===== src/rtl/cfu_requant_pkg.sv =====
// Shared types and constants for the conv1d CFU requantize/pack block.
//
// Contents:
//   INT32_MIN / INT32_MAX : int32 limits, used for the SRDHM saturation case
//   Q31_HALF              : 2^30, the rounding nudge for a Q31 product
//   LANES_DEF             : default number of int8 lanes per 32-bit output word
//   acc_t                 : signed int32 accumulator
//   cfg_t                 : requantization configuration (multiplier, shift,
//                           output offset, activation clamp range)
//   CFG_RESET             : configuration after reset (unity-ish 0.5 multiplier,
//                           no shift, zero offset, full int8 range)
//   srdhm()               : saturating rounding doubling high multiply, taking
//                           the already formed 64-bit product
package cfu_requant_pkg;

  localparam logic [31:0] INT32_MIN = 32'h8000_0000;
  localparam logic [31:0] INT32_MAX = 32'h7FFF_FFFF;
  localparam logic signed [63:0] Q31_HALF = 64'sh0000_0000_4000_0000;
  localparam int LANES_DEF = 4;

  typedef logic signed [31:0] acc_t;

  // Fields are kept as raw bit vectors; users apply $signed where needed.
  typedef struct packed {
    logic [31:0] mult;     // signed Q31 multiplier
    logic [4:0]  shift;    // rounding right shift 0..31
    logic [15:0] offset;   // signed output zero-point
    logic [7:0]  act_min;  // signed clamp low
    logic [7:0]  act_max;  // signed clamp high
  } cfg_t;

  localparam cfg_t CFG_RESET = '{
    mult:    32'h4000_0000,
    shift:   5'd0,
    offset:  16'h0000,
    act_min: 8'h80,
    act_max: 8'h7F
  };

  // (prod + nudge) / 2^31, truncating toward zero. The only product that
  // overflows int32 is INT32_MIN*INT32_MIN, signalled separately by sat.
  function automatic acc_t srdhm(input logic signed [63:0] prod, input logic sat);
    logic signed [63:0] nudged;
    logic               round_up;
    logic [31:0]        quot;
    nudged   = prod + ((prod >= 0) ? Q31_HALF : (64'sd1 - Q31_HALF));
    // Arithmetic shift floors; a negative value with discarded bits must be
    // bumped by one to truncate toward zero instead.
    round_up = nudged[63] && (nudged[30:0] != 31'd0);
    quot     = nudged[62:31] + {31'd0, round_up};
    return sat ? acc_t'(INT32_MAX) : acc_t'(quot);
  endfunction

endpackage


===== src/rtl/cfu_requant_pack_rounding_shift.sv =====
// Combinational rounding divide by power of two (round half away from zero).
//
// Ports:
//   x [31:0] in   signed value to shift
//   s [4:0]  in   shift amount 0..31
//   r [31:0] out  signed rounded result
//
// r = (x >>> s) + (rem > thr), with mask = 2^s-1, rem = x & mask and
// thr = (mask >> 1) + (x < 0). The extra one on the threshold for negative x
// makes an exact half round toward -inf after the floor, i.e. away from zero.
module cfu_rounding_shift (
  input  logic [31:0] x,
  input  logic [4:0]  s,
  output logic [31:0] r
);

  logic [31:0] mask;
  logic [31:0] rem;
  logic [31:0] thr;
  logic [31:0] floor_q;

  assign mask    = (32'd1 << s) - 32'd1;
  assign rem     = x & mask;
  assign thr     = (mask >> 1) + {31'd0, x[31]};
  assign floor_q = $unsigned($signed(x) >>> s);
  assign r       = floor_q + {31'd0, (rem > thr)};

endmodule


===== src/rtl/cfu_requant_pack.sv =====
// Requantize int32 accumulators to int8 (TFLite style) and pack four bytes
// little-endian into a 32-bit word.
//
// Chain: S1 multiply (64b product + INT32_MIN*INT32_MIN flag), S2 SRDHM and
// rounding right shift, S3 offset add and clamp, then a lane packer feeding a
// one-entry output register.
//
// Ports:
//   clk, reset                 clock, synchronous active-high reset
//   in_valid/in_ready/in_acc   accumulator input, in_last flushes a partial word
//   cfg_we, cfg_*              configuration load, honoured only while busy=0;
//                              an accumulator accepted in the same cycle already
//                              uses the new configuration
//   out_valid/out_ready        packed word output, out_data byte k = lane k,
//   out_data, out_bytes        out_bytes = number of valid bytes (1..4)
//   busy                       any stage valid, partial word held, or out_valid
//   clamp_count                saturating count of clamped lanes, cleared on
//                              reset and on an honoured cfg_we (only present
//                              when CFU_REQUANT_STATS_EN is defined)
//
// Handshake: a transfer happens on a rising edge where valid and ready are both
// high. The whole pipeline advances together when adv = !out_valid | out_ready;
// in_ready equals adv and does not depend on in_valid.
//
// Build option: define CFU_REQUANT_STATS_EN to add the clamp_count port/counter.
module cfu_requant_pack
  import cfu_requant_pkg::*;
#(
  parameter int LANES = LANES_DEF
`ifdef CFU_REQUANT_STATS_EN
  , parameter int STAT_W = 16
`endif
) (
  input  logic        clk,
  input  logic        reset,
  input  logic        in_valid,
  output logic        in_ready,
  input  logic [31:0] in_acc,
  input  logic        in_last,
  input  logic        cfg_we,
  input  logic [31:0] cfg_mult,
  input  logic [4:0]  cfg_shift,
  input  logic [15:0] cfg_offset,
  input  logic [7:0]  cfg_act_min,
  input  logic [7:0]  cfg_act_max,
  output logic        out_valid,
  input  logic        out_ready,
  output logic [31:0] out_data,
  output logic [2:0]  out_bytes,
  output logic        busy
`ifdef CFU_REQUANT_STATS_EN
  , output logic [STAT_W-1:0] clamp_count
`endif
);

  localparam int PTR_W = $clog2(LANES);

  // ---------------------------------------------------------------------------
  // Configuration
  // ---------------------------------------------------------------------------
  cfg_t        cfg_q;
  cfg_t        cfg_in;
  logic        cfg_load;
  logic [31:0] mult_eff;
  logic        adv;

  assign cfg_in.mult    = cfg_mult;
  assign cfg_in.shift   = cfg_shift;
  assign cfg_in.offset  = cfg_offset;
  assign cfg_in.act_min = cfg_act_min;
  assign cfg_in.act_max = cfg_act_max;

  assign cfg_load = cfg_we && !busy;

  // Only S1 can see the configuration in the load cycle; later stages read
  // cfg_q, which has been updated by the time the value reaches them.
  assign mult_eff = cfg_load ? cfg_mult : cfg_q.mult;

  always_ff @(posedge clk) begin
    if (reset) begin
      cfg_q <= CFG_RESET;
    end else if (cfg_load) begin
      cfg_q <= cfg_in;
    end
  end

  assign adv      = !out_valid || out_ready;
  assign in_ready = adv;

  // ---------------------------------------------------------------------------
  // S1: 32x32 signed multiply
  // ---------------------------------------------------------------------------
  logic               s1_valid;
  logic signed [63:0] s1_prod;
  logic               s1_sat;
  logic               s1_last;
  logic signed [63:0] acc_x;
  logic signed [63:0] mult_x;

  assign acc_x  = {{32{in_acc[31]}}, in_acc};
  assign mult_x = {{32{mult_eff[31]}}, mult_eff};

  always_ff @(posedge clk) begin
    if (reset) begin
      s1_valid <= 1'b0;
      s1_prod  <= '0;
      s1_sat   <= 1'b0;
      s1_last  <= 1'b0;
    end else if (adv) begin
      s1_valid <= in_valid;
      s1_prod  <= acc_x * mult_x;
      s1_sat   <= (in_acc == INT32_MIN) && (mult_eff == INT32_MIN);
      s1_last  <= in_last;
    end
  end

  // ---------------------------------------------------------------------------
  // S2: SRDHM then rounding right shift
  // ---------------------------------------------------------------------------
  logic        s2_valid;
  logic [31:0] s2_r;
  logic        s2_last;
  logic [31:0] srdhm_v;
  logic [31:0] rdp_r;

  assign srdhm_v = srdhm(s1_prod, s1_sat);

  cfu_rounding_shift u_rshift (
    .x (srdhm_v),
    .s (cfg_q.shift),
    .r (rdp_r)
  );

  always_ff @(posedge clk) begin
    if (reset) begin
      s2_valid <= 1'b0;
      s2_r     <= '0;
      s2_last  <= 1'b0;
    end else if (adv) begin
      s2_valid <= s1_valid;
      s2_r     <= rdp_r;
      s2_last  <= s1_last;
    end
  end

  // ---------------------------------------------------------------------------
  // S3: output offset and activation clamp
  // ---------------------------------------------------------------------------
  logic               s3_valid;
  logic [7:0]         s3_byte;
  logic               s3_last;
  logic signed [32:0] v;
  logic signed [32:0] v_lo;
  logic signed [32:0] v_hi;
  logic               v_lt_min;
  logic               v_gt_max;
  logic [7:0]         byte_d;

  // 33 bits so that r + offset can never wrap before the clamp.
  assign v    = $signed({s2_r[31], s2_r}) +
                $signed({{17{cfg_q.offset[15]}}, cfg_q.offset});
  assign v_lo = $signed({{25{cfg_q.act_min[7]}}, cfg_q.act_min});
  assign v_hi = $signed({{25{cfg_q.act_max[7]}}, cfg_q.act_max});

  assign v_lt_min = v < v_lo;
  assign v_gt_max = v > v_hi;
  assign byte_d   = v_lt_min ? cfg_q.act_min :
                    v_gt_max ? cfg_q.act_max : v[7:0];

  always_ff @(posedge clk) begin
    if (reset) begin
      s3_valid <= 1'b0;
      s3_byte  <= '0;
      s3_last  <= 1'b0;
    end else if (adv) begin
      s3_valid <= s2_valid;
      s3_byte  <= byte_d;
      s3_last  <= s2_last;
    end
  end

  // ---------------------------------------------------------------------------
  // Packer and output register
  // ---------------------------------------------------------------------------
  logic [PTR_W-1:0] pack_ptr;
  logic [31:0]      pack_buf;   // lanes at and above pack_ptr are always zero
  logic [31:0]      word_next;
  logic             word_done;

  always_comb begin
    word_next = pack_buf;
    for (int k = 0; k < LANES; k++) begin
      if (pack_ptr == PTR_W'(k)) begin
        word_next[8*k +: 8] = s3_byte;
      end
    end
    word_done = (pack_ptr == PTR_W'(LANES - 1)) || s3_last;
  end

  always_ff @(posedge clk) begin
    if (reset) begin
      pack_ptr  <= '0;
      pack_buf  <= '0;
      out_valid <= 1'b0;
      out_data  <= '0;
      out_bytes <= '0;
    end else if (adv) begin
      // adv means the output register is empty or being taken this cycle.
      out_valid <= s3_valid && word_done;
      if (s3_valid) begin
        if (word_done) begin
          out_data  <= word_next;
          out_bytes <= 3'(pack_ptr) + 3'd1;
          pack_ptr  <= '0;
          pack_buf  <= '0;
        end else begin
          pack_buf  <= word_next;
          pack_ptr  <= pack_ptr + PTR_W'(1);
        end
      end
    end
  end

  assign busy = s1_valid || s2_valid || s3_valid || (pack_ptr != '0) || out_valid;

`ifdef CFU_REQUANT_STATS_EN
  // ---------------------------------------------------------------------------
  // Clamp statistics: counted as a lane moves from S2 into S3.
  // ---------------------------------------------------------------------------
  logic clamp_hit;

  assign clamp_hit = adv && s2_valid && (v_lt_min || v_gt_max);

  always_ff @(posedge clk) begin
    if (reset || cfg_load) begin
      clamp_count <= '0;
    end else if (clamp_hit && (clamp_count != '1)) begin
      clamp_count <= clamp_count + STAT_W'(1);
    end
  end
`endif

endmodule


===== config.mk =====
export PLATFORM = sky130hd
export DESIGN_NAME = cfu_requant_pack
export DESIGN_NICKNAME = d
export VERILOG_FILES = /design/src/rtl/cfu_requant_pkg.sv /design/src/rtl/cfu_requant_pack_rounding_shift.sv /design/src/rtl/cfu_requant_pack.sv
export SDC_FILE = /design/constraint.sdc
export NUM_CORES = 2
export LEC_CHECK = 0
export ABC_AREA = 1
export BUFFER_PORTS_ARGS = -buffer_cell sky130_fd_sc_hd__buf_2
export CAP_MARGIN = 40
export CORE_UTILIZATION = 58
export CTS_BUF_LIST = sky130_fd_sc_hd__clkbuf_8 sky130_fd_sc_hd__clkbuf_16
export CTS_CLUSTER_SIZE = 24
export DETAILED_ROUTE_END_ITERATION = 7
export PLACE_DENSITY = 0.84
export SLEW_MARGIN = 20
export SYNTH_ARGS = -nofsm -noshare
export SYNTH_HDL_FRONTEND = slang
export SYNTH_SLANG_ARGS = --single-unit

===== constraint.sdc =====
create_clock -name clk -period 12.2 [get_ports clk]
set_input_delay 0.61 -clock clk [delete_from_list [all_inputs] [get_ports clk]]
set_output_delay 0.61 -clock clk [all_outputs]
set_load 0.005 [all_outputs]

# Word-level counts from Yosys, hierarchy flattened
# Cells that the tools add are included.
[word_totals]
reg_bits = 250
input_bits = 107
out_inout_bits = 38
elab_cells = 69
[classes]
addsub = 8
n_mul = 1
n_lt_le_gt_ge = 4
eq_ne = 5
n_shift = 2
n_mux = 11
n_bitwise = 1
n_reduce_logical = 17
[ops]
columns = ["cell", "count"]
rows = [
  ["32-bit 2-to-1 mux", 3],
  ["32-bit by 1-bit adder with 32-bit output", 2],
  ["64-bit adder", 1],
  ["32-bit equality test (second input constant)", 2],
  ["64-bit by 1-bit >= comparator with 1-bit output (second input constant)", 1],
  ["32-bit by 32-bit multiplier with 64-bit output", 1],
  ["64-bit 2-to-1 mux", 1],
  ["8-bit 2-to-1 mux", 6],
  ["32-bit by 16-bit adder with 33-bit output", 1],
  ["33-bit by 8-bit greater-than comparator with 1-bit output", 1],
  ["33-bit by 8-bit < comparator with 1-bit output", 1],
  ["31-bit by 1-bit adder with 32-bit output", 1],
  ["32-bit AND", 1],
  ["32-bit greater-than comparator", 1],
  ["1-bit by 5-bit << shifter with 32-bit output (first input constant)", 1],
  ["32-bit by 5-bit >>> shifter with 32-bit output", 1],
  ["32-bit by 1-bit subtractor with 32-bit output (second input constant)", 1],
  ["31-bit nonzero test", 1],
  ["1-bit logical OR", 6],
  ["2-bit equality test (second input constant)", 2],
  ["1-bit logical AND", 4],
  ["2-bit by 1-bit adder with 3-bit output (second input constant)", 1],
  ["3-bit AND reduction", 1],
  ["2-bit by 1-bit adder with 2-bit output (second input constant)", 1],
  ["other kinds (6)", 7],
]

# Logic depth before layout (Yosys ltp)
[logic_depth]
ltp_word = 10
depth_mapped = 57

# Cells and area by module
# Synthesis repeated with hierarchy kept, for this count alone.
[unflattened]
cells_unflattened = 8044
hier_area_um2 = 59007.8
[by_module_without_submodules]
columns = ["mod", "instances", "cells_each", "area_per_inst_um2", "seq_area_each_um2"]
rows = [
  ["cfu_requant_pack", 1, 7009, 53655.2, 5004.8],
  ["cfu_rounding_shift", 1, 1035, 5352.6, 0.0],
]

# Worst setup path after synthesis
# No wires, ideal clock.
[synth_timing]
path_type = "flip-flop to flip-flop"
startpoint = "register pack_ptr[0]"
endpoint = "register s1_prod[57]"
setup_time_ns = 0.058
arrival_time_ns = 8.672
setup_slack_ns = 3.470
stages_incl_launch_ff = 45
n_path_buf = 4
period_less_slack_ns = 8.730
path_cell_list = "dfxtp_1 inv_1 ha_1 clkbuf_1 and3_1 nand2_1 clkbuf_1 or2_2 o21ai_0 inv_1 clkbuf_1 buf_1 nand2_1 fa_1 fa_1 fa_1 inv_1 fa_1 (+9 left out) nand2_1 nor2_1 inv_1 o21ai_0 nand2_1 nand2_1 nand2_1 nand2_1 a21oi_1 o21ai_0 a21oi_1 o21ai_0 nand2_1 a21oi_1 nor2_1 nand2_1 nand3_1 inv_1"
[synth_between]
elab_chain_len = 7
[synth_rtl]
columns = ["item", "line", "rtl"]
rows = [
  ["start, declared", "cfu_requant_pack.sv:185", "logic [PTR_W-1:0] pack_ptr;"],
  ["start signal, assigned", "cfu_requant_pack.sv:218", "pack_ptr <= pack_ptr + PTR_W'(1);"],
  ["2-bit nonzero test", "cfu_requant_pack.sv:224", "assign busy = s1_valid || s2_valid || s3_valid || (pack_ptr != '0) || out_valid;"],
  ["1-bit logical OR (2 in series)", "cfu_requant_pack.sv:224", ""],
  ["1-bit logical NOT", "cfu_requant_pack.sv:73", "assign cfg_load = cfg_we && !busy;"],
  ["1-bit logical AND", "cfu_requant_pack.sv:73", ""],
  ["32-bit 2-to-1 mux", "cfu_requant_pack.sv:77", "assign mult_eff = cfg_load ? cfg_mult : cfg_q.mult;"],
  ["32-bit by 32-bit multiplier with 64-bit output", "cfu_requant_pack.sv:111", "s1_prod <= acc_x * mult_x;"],
  ["end signal, assigned", "cfu_requant_pack.sv:111", ""],
  ["end, declared", "cfu_requant_pack.sv:94", "logic signed [63:0] s1_prod;"],
]
# No other way between the ends.
# A chain may end at the register's enable or synchronous reset.

# Worst setup path in the final report
[layout_timing]
startpoint = "register pack_ptr[0]"
endpoint = "register s1_prod[56]"
# The elaborated chain is that of the path after synthesis.

==> out/metrics.yaml <==
outcome: "completed"
cts_hold_buf: 0
ctsRootBufferMaster: "clkbuf_16"
grtUsageTotal_pct: 36.9
vias: 52191
finalSetupViolations: 0
final_layout_size_suffix_gt1_share_pct: 6.79
cp-end-kind: "register"
cts_htree_levels: 1
hp-class: "primary input to register"
yosysWarnings: 0
critical_path_class: "register to register"
drt_iter0_markers: 5022
ys_async_sr_fraction_pct: 0
drc: 0
synth_edf_count: 0
pre_cts_slack_ps: 1640
cap_violations: 0
ys.flop_type: "dfxtp_1"
fin_crit_sh_pct: 89.4
grt_max_degree: 91
core_area_um2: 98700
final-hold-violation-count: 0
rows: 115
wire_per_inst_um: 20.2
avgSynthCellArea_um2: 7.47
die_w_um: 318
tritoncts: "yes"
critPathMostFrequentCell: "inv_1"
clk_pin_slew_ps: 70
yosysSeqAreaShare_pct: 8.62
synth.distinct_cells: 63
fin_setup_tns_ps: 0
pin_count: 145
syn-num-nets: 9324
fp.dieArea_um2: 101000
final_antenna_net_count: 0
max_slew_margin_pct: 32.2
layout.nets: 9293
slew_viol_final: 0
io_buffers: 144
worstMarginPinSlew_ps: 1010
max_freq_mhz: 91.6
layout_min_cycle_time_ps: 10910
vias_per_cell: 5.76
grt_pass1_vias: 54193
cts_buffer_depth: 3
crit_required_ps: 12660
fillers: 8681
grt_first_pass_wirelength_um: 293000
antenna_found_initial: 10
hpwl_um: 147000
critPathMaxStageDelay_ps: 520
synth_seq_cells: 250
grt_overflow: 0
worst_slack_ps: 1290
worstPathMaxFanout: 33
syn-cell-area_um2: 58100
worst_ep_arrival_time_ps: 11380
finClkSkew_ps: 63.8
cts_sinks: 250
post_cts_buffers: 0
timing.hold.ws_ps: 202
drt-total-wl_um: 183000
clk_latency_ps: 620
dieHeight_um: 318
start_util_pct: 58.8
cp-start-kind: "register"
drt_pre_antenna_iters: 7
syn_inst: 7776
cts_buffers: 28
ctsResizeCount: 0
crit_path_top_delay_cell: "fa_1"
area_growth_pct: 5.25
gp_congestion: 1.04
rsz0062_at_grt: "no"
-- path summary, 6_finish.rpt --
path / startpoint / to / slack, ps / cells past startpoint
setup / recovery: pack_ptr[0] / s1_prod[56] / 1290 / 44
hold / removal: cfg_act_max[0] / cfg_q[0] / 200 / 3
setup reg to reg: pack_ptr[0] / s1_prod[56] / 1290 / 44
hold reg to reg: pack_buf[28] / pack_buf[28] / 460 / 2
-- layout by cell type, fill, tap and decap left out, types with 19 or more instances in the layout --
master,synthesis,final
nor3_1,44,43
nor2_2,27,28
buf_2,28,147
nand2_2,36,36
a21oi_1,300,300
nand4_1,78,78
or2_2,39,39
a31oi_1,27,27
inv_1,1631,1630
o21ai_1,34,29
nand3_2,23,23
o21bai_1,70,70
nor2_1,701,699
nand3_1,333,333
buf_4,6,84
fa_1,1083,1083
xor2_1,118,118
nand2_1,1799,1798
mux2_2,27,27
clkinv_1,21,19
ha_1,358,358
clkbuf_16,0,28
inv_2,24,27
dfxtp_1,250,250
xnor2_1,51,51
nor4_1,22,22
o21ai_0,230,230
-- sequential cells by signal (all words and copies together), names as in the netlist --
register and count:
cfg_q 69, out_bytes 3, out_data 32, out_valid 1, pack_buf 32, pack_ptr 2
s1_last 1, s1_prod 64, s1_sat 1, s1_valid 1, s2_last 1, s2_r 32
s2_valid 1, s3_byte 8, s3_last 1, s3_valid 1
-- kinds of logic after synthesis --
group           share of synthesized area [%]
buf+inv                                  12.9
flops                                    8.62
compound gates                           7.20
fa+ha+maj                                45.1
other cells                            0.0129
mux                                     0.679
xor+xnor                                 2.58
simple gates                             22.9
-- synthesized netlist by cell type, types with 21 or more instances --
cell / count / area, um^2
ha_1: 358 / 4480
a31oi_1: 27 / 169
nor2_1: 701 / 2630
clkbuf_1: 234 / 878
o21ai_0: 230 / 1150
nand3_2: 23 / 230
a21oi_1: 300 / 1500
nor3_1: 44 / 220
buf_2: 28 / 140
nor4_1: 22 / 138
clkinv_1: 21 / 78.8
inv_2: 24 / 90.1
nand2_2: 36 / 225
nand4_1: 78 / 488
nand2_1: 1799 / 6750
xor2_1: 118 / 1030
or2_2: 39 / 244
fa_1: 1083 / 21700
o21bai_1: 70 / 526
nor2_2: 27 / 169
xnor2_1: 51 / 447
o21ai_1: 34 / 170
nand3_1: 333 / 1670
buf_1: 36 / 135
mux2_2: 27 / 304
inv_1: 1631 / 6120
dfxtp_1: 250 / 5000
-- cell type report --
| cell class | instances | area, um^2 | share of cell area (%) |
|---|---|---|---|
| clock buffer | 32 | 756 | 1.24 |
| inverter | 1677 | 6300 | 10.3 |
| sequential | 250 | 5000 | 8.19 |
| clock inverter | 20 | 203 | 0.332 |
| multi-input combinational | 5544 | 45600 | 74.6 |
| timing repair buffer | 244 | 1610 | 2.64 |
| antenna | 8 | 20.0 | 0.0328 |
| tap | 1287 | 1610 | 2.64 |
-- worst max-delay path: cells and delay by family (launching register included) --
kind                     cells  cell delay [ps]
buffers and inverters       12             1930
adder cells (fa/ha/maj)     10             4230
AND/OR/NAND/NOR             11             1370
AO/OA/AOI/OAI               11             2850
flip-flops                   1              340
-- routing by layer --
| metal | GRT usage, % | up-vias | share of wire [%] |
|---|---|---|---|
| li1 | - | 23322 | - |
| met1 | 47.8 | 25320 | 38 |
| met2 | 57.4 | 2886 | 44 |
| met3 | 10.7 | 653 | 13 |
| met4 | 16.4 | 10 | 5.3 |
| met5 | 0 | - | 0.045 |
-- through the flow --
step	instances	cell area, um^2	utilization, %
2_1_floorplan	7776	58100	-
3_3_place_gp	8985	59900	60.6
3_5_place_dp	8998	60100	60.8
4_1_cts	9050	61000	61.8
5_1_grt	9054	61100	61.9
6_report	9062	61100	61.9
Power is not shown: default switching activity piles up to over one toggle a cycle in this logic, so the estimate is an artifact.
